File: src/rtl/router_fifo.sv
// Per-port output FIFO of the router. It stores each byte together with its header
// flag and tracks how many bytes of the current packet are still unread.
module router_fifo #(
    parameter int WIDTH = 8,
    parameter int DEPTH = 16
) (
    input  logic             clk,
    input  logic             rst,
    input  logic             soft_reset,
    input  logic             wr_en,
    input  logic             lfd_state,
    input  logic [WIDTH-1:0] din,
    input  logic             rd_en,
    output logic [WIDTH-1:0] dout,
    output logic             full,
    output logic             empty,
    output logic             pkt_busy
);

    localparam int AW = $clog2(DEPTH);
    localparam logic [AW:0] PTR_ONE = 1;

    logic [WIDTH:0] mem [DEPTH];
    logic [AW:0]    wr_ptr;
    logic [AW:0]    rd_ptr;
    logic [6:0]     pkt_cnt;
    logic [WIDTH:0] rd_entry;
    logic           do_wr;
    logic           do_rd;

    // The extra MSB on each pointer separates a full FIFO from an empty one.
    assign empty = (wr_ptr == rd_ptr);
    assign full  = (wr_ptr[AW-1:0] == rd_ptr[AW-1:0]) && (wr_ptr[AW] != rd_ptr[AW]);

    // Both strobes are qualified by start-of-cycle state, so a simultaneous
    // read at full cannot make room for the write in the same cycle.
    assign do_wr = wr_en && !full && !soft_reset;
    assign do_rd = rd_en && !empty && !soft_reset;

    assign rd_entry = mem[rd_ptr[AW-1:0]];
    assign pkt_busy = (pkt_cnt != 7'd0);

    // Memory is not cleared by either reset; the pointers alone decide validity.
    always_ff @(posedge clk) begin
        if (rst && do_wr) begin
            mem[wr_ptr[AW-1:0]] <= {lfd_state, din};
        end
    end

    always_ff @(posedge clk) begin
        if (!rst || soft_reset) begin
            wr_ptr  <= '0;
            rd_ptr  <= '0;
            pkt_cnt <= 7'd0;
            dout    <= '0;
        end else begin
            if (do_wr) begin
                wr_ptr <= wr_ptr + PTR_ONE;
            end
            if (do_rd) begin
                rd_ptr <= rd_ptr + PTR_ONE;
                dout   <= rd_entry[WIDTH-1:0];
                // A header reload discards whatever was left of an aborted packet.
                if (rd_entry[WIDTH]) begin
                    pkt_cnt <= {1'b0, rd_entry[7:2]} + 7'd1;
                end else if (pkt_cnt != 7'd0) begin
                    pkt_cnt <= pkt_cnt - 7'd1;
                end
            end
        end
    end

endmodule

File: config.mk
export PLATFORM = sky130hd
export DESIGN_NAME = router_fifo
export DESIGN_NICKNAME = d
export VERILOG_FILES = /design/src/rtl/router_fifo.sv
export SDC_FILE = /design/constraint.sdc
export NUM_CORES = 1
export LEC_CHECK = 0
export ABC_AREA = 1
export BUFFER_PORTS_ARGS = -buffer_cell sky130_fd_sc_hd__buf_2
export CELL_PAD_IN_SITES_DETAIL_PLACEMENT = 1
export CELL_PAD_IN_SITES_GLOBAL_PLACEMENT = 2
export CORE_MARGIN = 8
export CORE_UTILIZATION = 44
export DETAILED_ROUTE_END_ITERATION = 10
export PLACE_DENSITY_LB_ADDON = 0.1
export SLEW_MARGIN = 30
export SYNTH_ARGS = -nofsm -noshare
export SYNTH_HDL_FRONTEND = slang
export SYNTH_SLANG_ARGS = --single-unit
File: constraint.sdc
create_clock -name clk -period 3.6 [get_ports clk]
set_input_delay 0 -clock clk [delete_from_list [all_inputs] [get_ports clk]]
set_output_delay 0 -clock clk [all_outputs]
set_load 0.02 [all_outputs]
==> results.yml <==
floorplanning:
  die_h_um: 146.5
  start_util_pct: 45.16
  coreArea_um2: 16580
  row_count: 47
  num_io_pins: 25
  fp.dieW_um: 146.5
  dieArea_um2: 21450
clock_network:
  cts_max_level: 4
  clk_latency_ns: 0.43
  postCtsResizedCells: 0
  root_buffer: "clkbuf_16"
  clk_pin_slew_ns: 0.06
  hold_buffers: 12
  clock_sinks: 173
  clockBufferDepth: 2
  cts_tree: "done"
  cts-buffers-inserted: 17
  post-cts-setup-buffer-count: 0
final_layout:
  nFillCells: 1851
  drive_above_1_share_pct: 11.63
  final_cells: 994
  final_common_cell: "nand2_1"
  area_growth_pct: 13.17
  final_nets: 783
  most-common-layout-cells: "171 x nand2_1, 144 x edfxtp_1, 75 x nor2_1, 75 x nand3_1, 60 x inv_1"
  antenna_cells: 0
synth:
  synthMuxAreaShare_pct: 0
  synth-xor-area-share_pct: 0.9357
  synthAdderAreaFrac_pct: 1.337
  synth_top_family_by_area: "simple AND/OR/NAND/NOR gates"
  ys.warnings.count: 0
  syn_inst: 715
  syn_area_per_cell_um2: 10.47
  yosysUniqueCellTypes: 33
  syn_area_um2: 7488
  synth-simple-area-share_pct: 18.83
  seq_area_frac_synth_pct: 65.50
  synth_compound_area_share_pct: 6.917
  ys.flop_type: "edfxtp_1"
  synth_edf_count: 144
  synth_nets: 737
  async_reset_ff_share_pct: 0
  synth-seq-cells: 173
global_routing:
  antenna_found_initial: 0
  grt_usage_pct: 18.47
  top_usage_layer: "met2"
  grt_use_met1_pct: 23.18
  grt_max_degree: 69
  grt_pass1_vias: 5459
  grt_first_pass_wirelength_um: 30500
  met3_usage_pct: 3.307
  grt_overflow: 0
  grtUsageMet2_pct: 31.74
timing:
  worstMarginPinSlew_ns: 0.6581
  hold_violations: 0
  maxSlewViolCount: 0
  fmax_mhz: 444.8
  setup_viol: 0
  period_share_pct: 62.44
  setup_tns_ns: 0
  period_needed_ns: 2.248
  grt_setup_unrepaired: "no"
  worst_clock_skew_ns: 0.006598
  relSlewSlack_pct: 56.08
setup_path:
  max_stage_delay_ns: 0.47
  cp_cell_sequence: "buf_4, nand2_1, nand3_1, nand3_1, nand3_1, nand2_1, ha_1, nand2_1, o21ai_1, o21ai_1, a21oi_1"
  path_buf_inv: 1
  crit_slowest_cell: "buf_4"
  arrival_ns: 2.56
  critPathCaptureType: "flop"
  path_delay_family: "simple AND/OR/NAND/NOR gates"
  worstSetupPathType: "reg2reg"
  r2r_cells: 11
  cp_max_fo: 50
  startpoint_type: "flop"
  worstReg2RegEnd: "pkt_cnt[1]"
  crit_required_ns: 3.91
  r2r_slack_ns: 1.35
hold_path:
  hp-class: "in2reg"
  hold_path_startpoint: "rst"
  holdPathEnd: "wr_ptr[4]"
  min_delay_path_depth: 6
power:
  power_density_nw_per_um2: 474.2
  ir_drop_mv: 0.3266
  p_sw_mw: 0.8637
  power_frac_clock_pct: 42.0
  power.internal_mw: 3.155
  comb_power_share_pct: 3.8
  sw_frac_of_total_pct: 21.49
  power_frac_seq_pct: 54.2
  p_leak_nw: 3.285
job:
  drv_cap: 0
route:
  drc: 0
  drt_pre_antenna_iters: 4
  drt_iter0_drc: 394
  drt.antenna.violating_nets: 0
  viasPerCell: 5.264
  num_vias: 5232
  finalWirelength_um: 19150
  wire_per_inst_um: 19.27
outcome:
  status: "complete, no violations"
place:
  place_inst: 950
  globalplace.congestion: 0.7463
  port_buffers: 24
  hpwl_um: 12330
==> area by class of cell <==
class	count	area (um^2)	share of cell area [%]
multi-input combinational	445	2098	24.76
clock inverter	14	103.9	1.225
sequential	173	4906	57.89
tap	220	275.3	3.248
inverter	65	249.0	2.938
clock buffer	18	429.2	5.064
timing repair buffer	59	412.9	4.872
==> state kept, by name, summed over array words and instances (netlist names), named ones only <==
register / flops
dout: 8
pkt_cnt: 7
mem: 144
rd_ptr: 5
wr_ptr: 5
==> worst reg2reg max path: stages (launching register included) <==
cell and delay [ns]:
dfxtp_2 0.38, buf_4 0.48, nand2_1 0.15, nand3_1 0.11, nand3_1 0.09, nand3_1 0.18, nand2_1 0.14, ha_1 0.30
nand2_1 0.07, o21ai_1 0.06, o21ai_1 0.11, a21oi_1 0.05
==> power groups by stage <==
stage	registers, mW	logic (mW)	clock network (mW)
2_1_floorplan	2.22	0.0867	0
3_3_place_gp	2.22	0.141	0
3_5_place_dp	2.22	0.146	0
4_1_cts	2.18	0.158	1.72
5_1_grt	2.18	0.174	1.78
6_report	2.18	0.154	1.69
==> cells in the mapped netlist, types with 8 or more instances <==
library cell | instances | area share (%)
nand2_1 | 171 | 8.6
edfxtp_1 | 144 | 58
nand3_1 | 75 | 5.0
nor2_1 | 75 | 3.8
inv_1 | 60 | 3.0
o21ai_0 | 42 | 2.8
dfxtp_1 | 29 | 7.8
a21oi_1 | 24 | 1.6
buf_2 | 12 | 0.80
buf_6 | 12 | 1.8
ha_1 | 8 | 1.3
o21ai_1 | 8 | 0.53
==> metrics by stage <==
| step | cell area (um^2) | setup slack (ns) | hold slack [ns] | util (%) | total power, mW |
|---|---|---|---|---|---|
| after detailed placement | 7821 | 1.363 | 0.3462 | 47.16 | 2.368 |
| final | 8474 | 1.352 | 0.1119 | 51.10 | 4.019 |
| after CTS | 8474 | 1.329 | 0.09403 | 51.10 | 4.051 |
| after global routing | 8474 | 1.119 | 0.1594 | 51.10 | 4.130 |
| after floorplan | 7488 | 1.659 | 0.09887 | - | 2.309 |
| after global placement | 7821 | 1.430 | 0.3334 | 47.16 | 2.362 |
==> layer usage <==
layer  vias to the layer above  part of all wire [%]
met5                         -                     0
met4                         0                   1.4
met2                        74                    50
met3                        17                   2.8
li1                       2511                     -
met1                      2630                    46
==> worst max-delay path by stage <==
stage | slack, ns | cells after the start | end
2_1_floorplan | 1.66 | 9 | mem[0][0]
3_3_place_gp | 1.43 | 13 | pkt_cnt[2]
3_5_place_dp | 1.36 | 10 | pkt_cnt[6]
4_1_cts | 1.33 | 11 | pkt_cnt[1]
5_1_grt | 1.12 | 12 | pkt_cnt[5]
6_report | 1.35 | 11 | pkt_cnt[1]
==> cell families after synthesis <==
logic type,count (synthesis)
AO/OA/AOI/OAI,94
AND/OR/NAND/NOR,335
flip-flops,173
buffers and inverters,97
XOR/XNOR,8
adder cells (fa/ha/maj),8
Note: power is estimated with default switching activity, not from simulation.
